### config.mk
export PLATFORM = sky130hd
export DESIGN_NAME = isr_shifter
export DESIGN_NICKNAME = d
export VERILOG_FILES = /design/src/rtl/isr_shifter.sv
export SDC_FILE = /design/constraint.sdc
export NUM_CORES = 1
export LEC_CHECK = 0
export ABC_AREA = 1
export BUFFER_PORTS_ARGS = -buffer_cell sky130_fd_sc_hd__buf_4
export CAP_MARGIN = 20
export CELL_PAD_IN_SITES_DETAIL_PLACEMENT = 1
export CELL_PAD_IN_SITES_GLOBAL_PLACEMENT = 2
export CORE_MARGIN = 2
export CORE_UTILIZATION = 32
export DETAILED_ROUTE_END_ITERATION = 8
export PLACE_DENSITY_LB_ADDON = 0.1
export SLEW_MARGIN = 20
export SYNTH_ARGS = -nofsm -noshare
export SYNTH_HDL_FRONTEND = slang
export SYNTH_SLANG_ARGS = --single-unit
### constraint.sdc
create_clock -name clock -period 14.45 [get_ports clock]
set_input_delay 2.1675 -clock clock [delete_from_list [all_inputs] [get_ports clock]]
set_output_delay 2.1675 -clock clock [all_outputs]
set_load 0.1 [all_outputs]
### src/rtl/isr_shifter.sv
// Input shift register: shifts masked pin samples into a 32-bit ISR and hands
// completed words to the RX FIFO through explicit PUSH or autopush.
module isr_shifter (
    input  logic        clock,
    input  logic        reset,
    input  logic [31:0] pin_data,
    input  logic        in_valid,
    input  logic [4:0]  in_count,
    input  logic        push_req,
    input  logic        push_block,
    input  logic        cfg_shift_right,
    input  logic        cfg_autopush,
    input  logic [4:0]  cfg_thresh,
    output logic [31:0] rx_data,
    output logic        rx_valid,
    input  logic        rx_ready,
    output logic        stall,
    output logic [31:0] isr_value,
    output logic [5:0]  shift_count,
    output logic        overflow
);

    typedef enum logic [1:0] {
        IDLE     = 2'd0,
        PUSH_BLK = 2'd1,
        PUSH_NB  = 2'd2
    } state_t;

    state_t      r_state, w_state_nxt;
    logic [31:0] r_isr, w_isr_nxt;
    logic [5:0]  r_count, w_count_nxt;
    logic        r_overflow, w_overflow_nxt;

    logic [5:0]  w_n;
    logic [5:0]  w_thresh;
    logic [31:0] w_mask;
    logic [31:0] w_d;
    logic [31:0] w_shifted;
    logic [6:0]  w_sum;
    logic [5:0]  w_count_in;

    // A count field of zero means a full 32-bit transfer.
    assign w_n        = (in_count == 5'd0) ? 6'd32 : {1'b0, in_count};
    assign w_thresh   = (cfg_thresh == 5'd0) ? 6'd32 : {1'b0, cfg_thresh};
    assign w_mask     = (w_n == 6'd32) ? 32'hFFFF_FFFF : ((32'd1 << w_n) - 32'd1);
    assign w_d        = pin_data & w_mask;
    assign w_sum      = {1'b0, r_count} + {1'b0, w_n};
    assign w_count_in = (w_sum > 7'd32) ? 6'd32 : w_sum[5:0];

    always_comb begin
        w_shifted = w_d;
        if (w_n != 6'd32) begin
            if (cfg_shift_right)
                w_shifted = (r_isr >> w_n) | (w_d << (6'd32 - w_n));
            else
                w_shifted = (r_isr << w_n) | w_d;
        end
    end

    always_comb begin
        w_state_nxt    = r_state;
        w_isr_nxt      = r_isr;
        w_count_nxt    = r_count;
        w_overflow_nxt = 1'b0;
        case (r_state)
            IDLE: begin
                if (in_valid) begin
                    w_isr_nxt   = w_shifted;
                    w_count_nxt = w_count_in;
                    if (cfg_autopush && (w_count_in >= w_thresh))
                        w_state_nxt = PUSH_BLK;
                end else if (push_req) begin
                    w_state_nxt = push_block ? PUSH_BLK : PUSH_NB;
                end
            end
            PUSH_BLK: begin
                if (rx_ready) begin
                    w_isr_nxt   = '0;
                    w_count_nxt = '0;
                    w_state_nxt = IDLE;
                end
            end
            PUSH_NB: begin
                // Word is dropped if the FIFO is full; flag it next cycle.
                w_isr_nxt      = '0;
                w_count_nxt    = '0;
                w_state_nxt    = IDLE;
                w_overflow_nxt = ~rx_ready;
            end
            default: w_state_nxt = IDLE;
        endcase
    end

    always_ff @(posedge clock) begin
        if (reset) begin
            r_state    <= IDLE;
            r_isr      <= '0;
            r_count    <= '0;
            r_overflow <= 1'b0;
        end else begin
            r_state    <= w_state_nxt;
            r_isr      <= w_isr_nxt;
            r_count    <= w_count_nxt;
            r_overflow <= w_overflow_nxt;
        end
    end

    assign stall       = (r_state != IDLE);
    assign rx_valid    = stall;
    assign rx_data     = stall ? r_isr : 32'd0;
    assign isr_value   = r_isr;
    assign shift_count = r_count;
    assign overflow    = r_overflow;

endmodule

==> results by group, run 1 <==
CTS
  – CTS max path bufs: 2
  – TritonCTS clock tree: done
  – H-tree depth: 2
  – Sink Count: 41
  – Clock root buffer: clkbuf_16
  – Worst skew pair latency: about 0.28 ns
  – Number of buffers created by CTS: 5
  – Clock-pin slew on the worst setup and hold paths: around 0.06 ns
  – Post-CTS setup repair buffer count: 0
  – CTS Hold Buffers Added: 0
  – Post-cts sizing count: 0

Global routing
  – Antenna violations before repair: 2
  – First-pass GRT wire length: about 74000 um
  – Vias in the first global route: between 10000 and 15000
  – Total overflow reported by the global router: 0
  – Largest net degree at the start of global routing: 69
  – Overall global routing resource usage: 33.9%

Critical path
  – Crit-path max FO: 55
  – Slowest Stage Delay on Critical Path: 0.55 ns
  – CP cell instances: buf_4 > inv_4 > nand2_4 > nor2_4 > nand2_4 > inv_2 > ha_1 > inv_1 > or2_2 > nand3_1 > nand2_1 > inv_1 > nor2_1 > ha_1 > a21boi_0 > o21a_1 > o21a_1 > o21a_1 > o21a_1 > o21ai_0 > nand3_1 > o311ai_0 > nor2_1 > a211oi_1
  – FF-to-FF path depth: 26
  – Data arrival time of the worst path: ~7.5 ns
  – Critical path data required time: ~15 ns
  – Cell with the biggest individual delay on the critical path: nand2_4
  – Critical path startpoint category: primary input
  – WS Path Type: primary input to flop
  – Critical Path Sink Type: flop
  – CP most frequent cell: o21a_1

Finish
  – Area added between synthesis and finish: 12.1%
  – Share of the core filled with cells: between 30% and 40%
  – Share of post-route cells with drive strength above 1: roughly 13%
  – Number of antenna repair diodes: 0
  – Finished Layout Cells: 2145
  – Total non-filler cell area in the finished layout: 10100 um^2
  – # nets final: ~1800

STA
  – Worst-case hold slack: between 0.4 and 0.5 ns
  – Final critical-path setup slack: just over 7 ns
  – Unrepaired setup endpoints after global routing: no
  – Final TNS setup: 0 ns
  – Period utilisation layout: roughly half
  – Post-route minimum period: between 7 and 8 ns
  – Setup-violating endpoint count in the final report: 0
  – Transition at the pin with the smallest max-transition slack: slightly below 0.9 ns
  – Final Skew: around 0.0036 ns
  – Headroom to the max-slew limit: roughly two fifths
  – Final max-slew violation count: 0
  – Number of failing hold endpoints at the final stage: 0
  – Fmax: 137 MHz

Flow run
  – Max capacitance violation total: 0

Pwr
  – Total power per unit cell area: approximately 170 nW/um^2
  – Worst voltage drop across the vdd grid: between 0.15 and 0.2 mV
  – Static leakage power: roughly 4.9 nW
  – Overall power of the completed layout: 1.68 mW

Min path
  – Min-delay worst type: flop to flop
  – Number of stages on the worst hold path: 2

Synthesis
  – Syn. warnings: 0
  – Sequential fraction of the synthesis area: a little over 9%
  – Cell area after synthesis: 8970 um^2
  – Biggest area consumer among synthesized cells: nand2_1
  – Main synth FF type: dfxtp_1
  – Async set or reset register ratio after synthesis: 0%
  – Commonest cells post-synth: nand2_1 (483), nor2_1 (231), nand3_1 (214)
  – Post-Synthesis Mean Instance Area: 5.15 um^2
  – Top-count cell post-synth: nand2_1
  – Post-synthesis cell type count: between 50 and 60
  – Synthesized netlist cell count: about 1700
  – Top cell type's share of synthesized area: just over 20%
  – Post-synthesis sequential element count: between 40 and 50
  – Number of flops mapped to enable cells by yosys: 0
  – Ranking of synthesized cells by area: nand2_1 (20%), nand3_1 (12%), nor2_1 (9.7%), dfxtp_1 (9.1%), o21ai_0 (8.4%)

Die
  – Total die area: 29400 um^2
  – Die height: roughly 170 um
  – DIE WIDTH: between 150 and 200 um
  – Core Footprint: about 28000 um^2
  – Starting Density: 32.4%
  – Number of ports placed on the die boundary: between 100 and 150
  – Number of rows in the core area: about 60

Drt
  – Vias after detailed routing: ~12000
  – Wire length the detailed router placed on met1: ~24000 um
  – Detail Route met3 WL: 3740 um
  – Routed length per instance: around 24 um
  – First-pass DRT Iterations: 5
  – Length of routed met2 wiring: 22100 um
  – Drc violations: 0
  – Post-detailed-route count of antenna-violating nets: 0
  – DRT Wirelength: approximately 50000 um
  – Highest layer used for signal routing: met5
  – Number of DRC violations after detailed-routing iteration 0: approximately 1100
  – Via density: around 5.7

Place
  – Area after detailed placement: 9890 um^2
  – Number of input and output port buffers inserted: approximately 120
  – Gp weighted congestion: between 0.9 and 1
  – Minimum setup slack after placement: 6.88 ns
  – Dpl hpwl: ~40000 um
  – Number of cells after detailed placement: between 2000 and 2500

Status
  – Outcome: complete, no violations
-- per-layer routing --
metal / vias up / track usage, %
met2: 420 / 50.8
met3: 64 / 7.48
li1: 5835 / -
met1: 6003 / 48.4
met5: - / 0
met4: 2 / 9.10
-- final timing paths --
kind / start / end / slack (ns)
setup / recovery: in_count[2] / r_state[1] / 7.16
hold / removal: shift_count[4] / shift_count[4] / 0.50
setup reg to reg: shift_count[1] / r_state[1] / 10.43
hold reg to reg: shift_count[4] / shift_count[4] / 0.50
-- layout by cell type, fill, tap and decap left out, drive strengths merged --
| cell | n |
|---|---|
| xor2 | 3 |
| o211ai | 16 |
| a21o | 1 |
| a31oi | 12 |
| o22ai | 15 |
| o21a | 5 |
| o311ai | 3 |
| o211a | 1 |
| a21boi | 6 |
| clkbuf | 5 |
| o2111ai | 7 |
| dfxtp | 41 |
| a22oi | 3 |
| nand3 | 230 |
| ha | 21 |
| a32o | 1 |
| o21bai | 4 |
| o31ai | 2 |
| nand2 | 497 |
| buf | 136 |
| mux2i | 5 |
| a41oi | 1 |
| or2 | 7 |
| o32ai | 1 |
| o21ai | 172 |
| bufinv | 1 |
| a211oi | 5 |
| conb | 2 |
| nor2 | 248 |
| clkinv | 2 |
| a21oi | 110 |
| nor3 | 13 |
| a221oi | 3 |
| o41ai | 1 |
| inv | 151 |
| o221ai | 5 |
| nand4 | 31 |
-- critical path: cells and delay by family --
family                   cells  cell delay, ns
AO/OA/AOI/OAI                8            1.36
adder cells (fa/ha/maj)      2            0.68
buffers and inverters        5            1.52
AND/OR/NAND/NOR              9            1.68
-- flip-flops by register name, indices dropped and copies added, names as in the netlist --
| signal | flops |
|---|---|
| isr_value | 32 |
| shift_count | 6 |
| r_state | 2 |
| overflow | 1 |
-- layout make-up --
class                      instances  area [um^2]
fill                            3926        17600
multi-input combinational       1431         7010
timing repair buffer             136         1020
sequential                        41          821
inverter                         152          578
tap                              378          473
clock buffer                       5          125
clock inverter                     2         35.0
-- report_power, final --
part	switching (mW)	internal, mW
sequential	0.0916	0.154
combinational	1.02	0.293
clock	0.0459	0.0802
-- logic make-up (layout without fill, tap and decap cells) --
group                    count (synthesis)  after routing  synth area share (%)
flip-flops                              41             41                  9.15
AND/OR/NAND/NOR                       1026           1026                  50.4
other                                    1              2                0.0418
buffers and inverters                  272            295                  12.9
multiplexers                             5              5                 0.558
AO/OA/AOI/OAI                          374            374                  23.7
XOR/XNOR                                 3              3                 0.293
adder cells (fa/ha/maj)                 21             21                  2.93
(Power assumes the default switching activity.)
==> inputs of run 2 (changes only) <==
--- a/config.mk
+++ b/config.mk
@@ -11,7 +11,7 @@
 export CELL_PAD_IN_SITES_DETAIL_PLACEMENT = 1
 export CELL_PAD_IN_SITES_GLOBAL_PLACEMENT = 2
 export CORE_MARGIN = 2
-export CORE_UTILIZATION = 32
+export CORE_UTILIZATION = 27
 export DETAILED_ROUTE_END_ITERATION = 8
 export PLACE_DENSITY_LB_ADDON = 0.1
 export SLEW_MARGIN = 20
==> constraint.sdc (replaced) <==
create_clock -name clock -period 6.1 [get_ports clock]
set_input_delay 0.915 -clock clock [delete_from_list [all_inputs] [get_ports clock]]
set_output_delay 0.915 -clock clock [all_outputs]
set_load 0.1 [all_outputs]
==> run 2 against run 1 <==
Compared with the run above: utilization down 5.1 points; via count down 2.1%; clock skew up 0.0063 ns; worst setup slack worse by 5.9 ns; global-route usage down 5.4 points; routed wire length down 1.5%; clock power up 130%; non-clock buffer count up 9; total power up 130%.
==> results by group, run 2 (synthesis results as in run 1) <==
Critical path
  – CP cell instances: buf_4 > clkinv_4 > nand2_4 > nor2_4 > nand2_4 > inv_2 > ha_1 > inv_1 > or2_2 > nand3_1 > nand2_1 > inv_1 > nor2_1 > ha_1 > a21boi_0 > o21a_1 > o21a_1 > o21a_1 > o21a_1 > o21ai_0 > nand3_1 > o311ai_0 > nor2_1 > a211oi_1
  – Critical path data required time: between 6 and 7 ns
  – FF-to-FF path depth: 26
  – Critical path startpoint category: primary input
  – CP delay by family, top: compound AO/OA/AOI/OAI gates
  – Buffering stage count on the worst path with inverters included: 5
  – Crit-path max FO: 62
  – CP most frequent cell: o21a_1
  – Cell with the biggest individual delay on the critical path: buf_4
  – WS Path Type: primary input to flop
  – Worst reg2reg setup slack: between 2 and 2.5 ns
  – Critical Path Sink Type: flop
  – Launch instance of the worst register-to-register path: shift_count[1]
  – Reg-to-reg critical path endpoint: r_state[0]
  – Slowest Stage Delay on Critical Path: ~0.55 ns
  – Data arrival time of the worst path: 5.09 ns

STA
  – Period utilisation layout: between 70% and 80%
  – Post-route minimum period: between 4 and 5 ns
  – Transition at the pin with the smallest max-transition slack: a little under 1 ns
  – Final Skew: approximately 0.0099 ns
  – Final critical-path setup slack: about 1.2 ns
  – Unrepaired setup endpoints after global routing: no
  – Number of failing hold endpoints at the final stage: 0
  – Final TNS setup: 0 ns
  – Setup-violating endpoint count in the final report: 0
  – Headroom to the max-slew limit: a little over a third
  – Fmax: a little over 200 MHz
  – Final max-slew violation count: 0

Flow run
  – Max capacitance violation total: 0

CTS
  – H-tree depth: 2
  – Number of buffers created by CTS: 5
  – Clock root buffer: clkbuf_16
  – Sink Count: 41
  – Clock-pin slew on the worst setup and hold paths: 0.08 ns
  – CTS Hold Buffers Added: 0
  – CTS max path bufs: 2
  – Post-cts sizing count: 0
  – Post-CTS setup repair buffer count: 0
  – TritonCTS clock tree: done
  – Worst skew pair latency: 0.31 ns

Drt
  – Drc violations: 0
  – First-pass DRT Iterations: 7
  – Number of DRC violations after detailed-routing iteration 0: 885
  – Post-detailed-route count of antenna-violating nets: 0
  – Via density: 5.44
  – Detail Route met3 WL: 2660 um
  – Wire length the detailed router placed on met1: between 20000 and 25000 um
  – Highest layer used for signal routing: met4
  – DRT Wirelength: slightly above 50000 um
  – Routed length per instance: 22.7 um
  – Length of routed met2 wiring: about 22000 um
  – Vias after detailed routing: between 10000 and 15000

Pwr
  – Overall power of the completed layout: approximately 3.9 mW
  – Static leakage power: between 4 and 5 nW
  – Worst voltage drop across the vdd grid: approximately 0.35 mV
  – Total power per unit cell area: ~390 nW/um^2

Die
  – Starting Density: about 28%
  – Total die area: between 30000 and 40000 um^2
  – Core Footprint: between 30000 and 40000 um^2
  – DIE WIDTH: roughly 190 um
  – Number of rows in the core area: 66
  – Die height: 186 um
  – Number of ports placed on the die boundary: about 120

Place
  – Gp weighted congestion: 0.920
  – Dpl hpwl: approximately 40000 um
  – Number of input and output port buffers inserted: 122
  – Minimum setup slack after placement: 0.899 ns

Finish
  – Area added between synthesis and finish: 13.6%
  – Most common cell after layout, fill and taps aside: nand2_1
  – Share of post-route cells with drive strength above 1: about an eighth
  – Number of antenna repair diodes: 0
  – Max reg flops: 32
  – # nets final: between 1500 and 2000
  – Fillers: around 4500
  – Commonest cells after routing, fill and taps aside: nand2_1 (483), nor2_1 (231), nand3_1 (214)
  – Share of the core filled with cells: between 30% and 40%

Min path
  – Worst-case hold path end point: shift_count[4]
  – HP Start: shift_count[4]
  – Number of stages on the worst hold path: 2
  – Min-delay worst type: flop to flop

Global routing
  – First-pass GRT wire length: roughly 76000 um
  – Largest net degree at the start of global routing: 71
  – Total overflow reported by the global router: 0
  – Overall global routing resource usage: approximately 28%
  – Vias in the first global route: roughly 12000
  – Antenna violations before repair: 0

Status
  – Outcome: complete, no violations
[run 2: cell count changes in the layout (fill, tap and decap cells not counted)]
cell / change
buf_4: +9
bufinv_16: -1
clkinvlp_4: +1
o41ai_2: -1
inv_6: +1
clkinv_2: -1
o41ai_1: +1
clkinv_4: +1
[run 2: report_power, final]
group | total, mW | internal [mW] | switching (mW)
logic | 3.12 | 0.699 | 2.43
registers | 0.510 | 0.365 | 0.145
clock network | 0.294 | 0.155 | 0.140
total | 3.93 | 1.22 | 2.71
[run 2: per-stage QoR]
stage	instance area [um^2]	hold WS, ns	cells
3_3_place_gp	10000	0.494	2211
3_5_place_dp	10000	0.497	2211
5_1_grt	10200	0.533	2219
4_1_cts	10200	0.511	2219
6_report	10200	0.508	2219
2_1_floorplan	8980	0.501	1744
[run 2: cell type report]
class / count / area (um^2) / area share, %
clock buffers: 5 / 125 / 1.23
clock inverters: 3 / 25.0 / 0.246
inverters: 152 / 578 / 5.67
multi-input cells: 1431 / 7000 / 68.7
flip-flops and latches: 41 / 821 / 8.05
well taps: 442 / 553 / 5.43
repair buffers: 145 / 1090 / 10.7
[run 2: worst max-delay path by stage]
| stage | from | to | cells after the start | slack, ns |
|---|---|---|---|---|
| final | in_count[3] | r_state[0] | 24 | 1.24 |
| after global routing | in_count[3] | r_state[0] | 25 | 0.82 |
| after CTS | in_count[3] | r_state[0] | 24 | 1.21 |
| after detailed placement | in_count[3] | r_state[0] | 24 | 0.90 |
| after global placement | in_count[3] | r_state[1] | 24 | 1.07 |
| after floorplan | in_count[3] | r_state[1] | 27 | 1.30 |
[run 2: worst reg2reg max path, delay by kind of cell (launching register included)]
kind                       cells  cell delay (ns)
AOI/OAI and AO/OA              9             1.49
and+or+nand+nor               12             1.25
adders and majority gates      2             0.46
DFF                            1             0.41
buffers and inverters          3             0.23
[run 2: per-layer routing]
layer | global-route usage (%) | up-vias
li1 | - | 5849
met1 | 39.2 | 5798
met2 | 45.8 | 344
met3 | 3.71 | 79
met4 | 9.51 | 0
met5 | 0 | -
==> inputs of run 3 (changes only) <==
--- a/config.mk
+++ b/config.mk
@@ -11,7 +11,7 @@
 export CELL_PAD_IN_SITES_DETAIL_PLACEMENT = 1
 export CELL_PAD_IN_SITES_GLOBAL_PLACEMENT = 2
 export CORE_MARGIN = 2
-export CORE_UTILIZATION = 27
+export CORE_UTILIZATION = 30
 export DETAILED_ROUTE_END_ITERATION = 8
 export PLACE_DENSITY_LB_ADDON = 0.1
 export SLEW_MARGIN = 20
==> constraint.sdc (replaced) <==
create_clock -name clock -period 4.5 [get_ports clock]
set_input_delay 0.675 -clock clock [delete_from_list [all_inputs] [get_ports clock]]
set_output_delay 0.675 -clock clock [all_outputs]
set_load 0.1 [all_outputs]
==> run 3 against run 2 <==
Compared with the run above: utilization up 3.5 points; count of clock-buffer cells in the layout unchanged; highest routed layer unchanged; routed wire length decreased by 2.0%; sequential cell count is the same; combinational power is 37% higher; largest power group unchanged; clock skew increased by 0.0043 ns.
==> results by group, run 3 (synthesis results as in run 1) <==
Status
  – Outcome: complete, no violations

Global routing
  – Largest net degree at the start of global routing: 70
  – Total overflow reported by the global router: 0
  – Antenna violations before repair: 0
  – Vias in the first global route: roughly 12000
  – First-pass GRT wire length: between 70000 and 80000 um
  – Overall global routing resource usage: slightly above 30%

STA
  – Final Skew: 0.0142 ns
  – Final max-slew violation count: 0
  – Number of failing hold endpoints at the final stage: 0
  – Fmax: 250 MHz
  – Post-route minimum period: between 4 and 5 ns
  – Final TNS setup: 0 ns
  – Unrepaired setup endpoints after global routing: no
  – Final critical-path setup slack: slightly below 0.5 ns
  – Transition at the pin with the smallest max-transition slack: 0.947 ns
  – Setup-violating endpoint count in the final report: 0
  – Headroom to the max-slew limit: 36.8%
  – Period utilisation layout: around nine tenths

Place
  – Number of input and output port buffers inserted: roughly 120
  – Number of cells after detailed placement: 2178
  – Gp weighted congestion: ~0.96
  – Minimum setup slack after placement: roughly 0.24 ns
  – Dpl hpwl: between 30000 and 40000 um

CTS
  – CTS max path bufs: 2
  – CTS Hold Buffers Added: 0
  – H-tree depth: 2
  – Worst skew pair latency: about 0.31 ns
  – Number of buffers created by CTS: 5
  – TritonCTS clock tree: done
  – Sink Count: 41
  – Clock-pin slew on the worst setup and hold paths: ~0.070 ns
  – Clock root buffer: clkbuf_16
  – Post-CTS setup repair buffer count: 0
  – Post-cts sizing count: 0

Die
  – Die height: about 180 um
  – Number of rows in the core area: 63
  – Starting Density: between 30% and 40%
  – DIE WIDTH: about 180 um
  – Number of ports placed on the die boundary: between 100 and 150
  – Core Footprint: 29600 um^2
  – Total die area: about 31000 um^2

Pwr
  – Clk network pwr share: around 7.4%
  – Total power per unit cell area: approximately 520 nW/um^2
  – Cell internal power dissipation: ~1.7 mW
  – Worst voltage drop across the vdd grid: approximately 0.7 mV
  – Combinational fraction of design power: between 70 and 80%
  – Net Sw Power: roughly 3.7 mW
  – Switching power as a share of total power: around 70%
  – Overall power of the completed layout: about 5.3 mW
  – Static leakage power: 5.05 nW
  – Sequential share of power: around an eighth

Finish
  – Finished Layout Cells: between 2000 and 2500
  – Most common cell after layout, fill and taps aside: nand2_1
  – Share of post-route cells with drive strength above 1: 14.3%
  – Seq. cell area: between 800 and 900 um^2
  – Number of antenna repair diodes: 0
  – Fillers: 4170
  – Max reg flops: 32
  – Area added between synthesis and finish: 14.5%
  – Commonest cells after routing, fill and taps aside: nand2_1 (483), nor2_1 (231), nand3_1 (214)
  – Footprint of the multi-input gates: 7000 um^2
  – Share of the core filled with cells: around a third
  – # nets final: 1866

Drt
  – DRT Wirelength: about 49000 um
  – Number of DRC violations after detailed-routing iteration 0: around 960
  – Detail Route met3 WL: 3410 um
  – First-pass DRT Iterations: 5
  – Post-detailed-route count of antenna-violating nets: 0
  – Wire length the detailed router placed on met1: approximately 23000 um
  – Vias after detailed routing: around 12000
  – Drc violations: 0
  – Via density: around 5.6
  – Routed length per instance: 22.6 um
  – Length of routed met2 wiring: roughly 22000 um
  – Highest layer used for signal routing: met4

Critical path
  – Critical Path Sink Type: flop
  – Crit-path max FO: 64
  – Critical path data required time: between 4 and 5 ns
  – Worst reg2reg setup slack: 0.63 ns
  – WS Path Type: primary input to flop
  – Critical path startpoint category: primary input
  – Data arrival time of the worst path: ~4.2 ns

Flow run
  – Max capacitance violation total: 0

Min path
  – Min-delay worst type: flop to flop
-- run 3: layer usage --
| layer | global-route usage, % | vias to the layer above |
|---|---|---|
| met3 | 6.72 | 57 |
| li1 | - | 5881 |
| met2 | 49.4 | 352 |
| met5 | 0 | - |
| met4 | 7.75 | 0 |
| met1 | 42.3 | 5884 |
-- run 3: critical path, stage by stage --
cell and delay, ns:
buf_4 0.11, buf_4 0.57, inv_2 0.15, buf_12 0.26, nand2_1 0.12, o21ai_0 0.21, o22ai_1 0.49, o21ai_0 0.21
o21ai_0 0.29, a21oi_1 0.11, o311ai_0 0.26, o21ai_0 0.31, a21oi_1 0.19, o21ai_0 0.11, a21oi_1 0.14
-- run 3: power groups by stage --
stage                     logic [mW]  clock network [mW]  registers (mW)
after CTS                       4.25               0.404           0.691
after floorplan                 2.23                   0            1.48
after global placement          4.21                   0           0.697
after global routing            4.56               0.416           0.713
final                           4.26               0.395           0.692
after detailed placement        4.24                   0           0.698
-- run 3: area by class of cell --
class,count,area share [%]
clock buffers,5,1.22
multi-input cells,1431,68.1
inverters,152,5.63
flip-flops and latches,41,7.99
repair buffers,164,12.1
well taps,390,4.75
clock inverters,3,0.207
-- run 3: final timing paths --
| check | depth (start not counted) | start | to |
|---|---|---|---|
| max | 15 | in_count[0] | isr_value[1] |
| min | 2 | shift_count[4] | shift_count[4] |
| max reg2reg | 26 | shift_count[1] | r_state[0] |
| min reg2reg | 2 | shift_count[4] | shift_count[4] |
-- run 3: per-stage QoR --
stage                     cell area (um^2)  hold slack (ns)
after CTS                            10300            0.508
after floorplan                       8980            0.501
final                                10300            0.509
after global placement               10100            0.486
after global routing                 10300            0.538
after detailed placement             10100            0.494
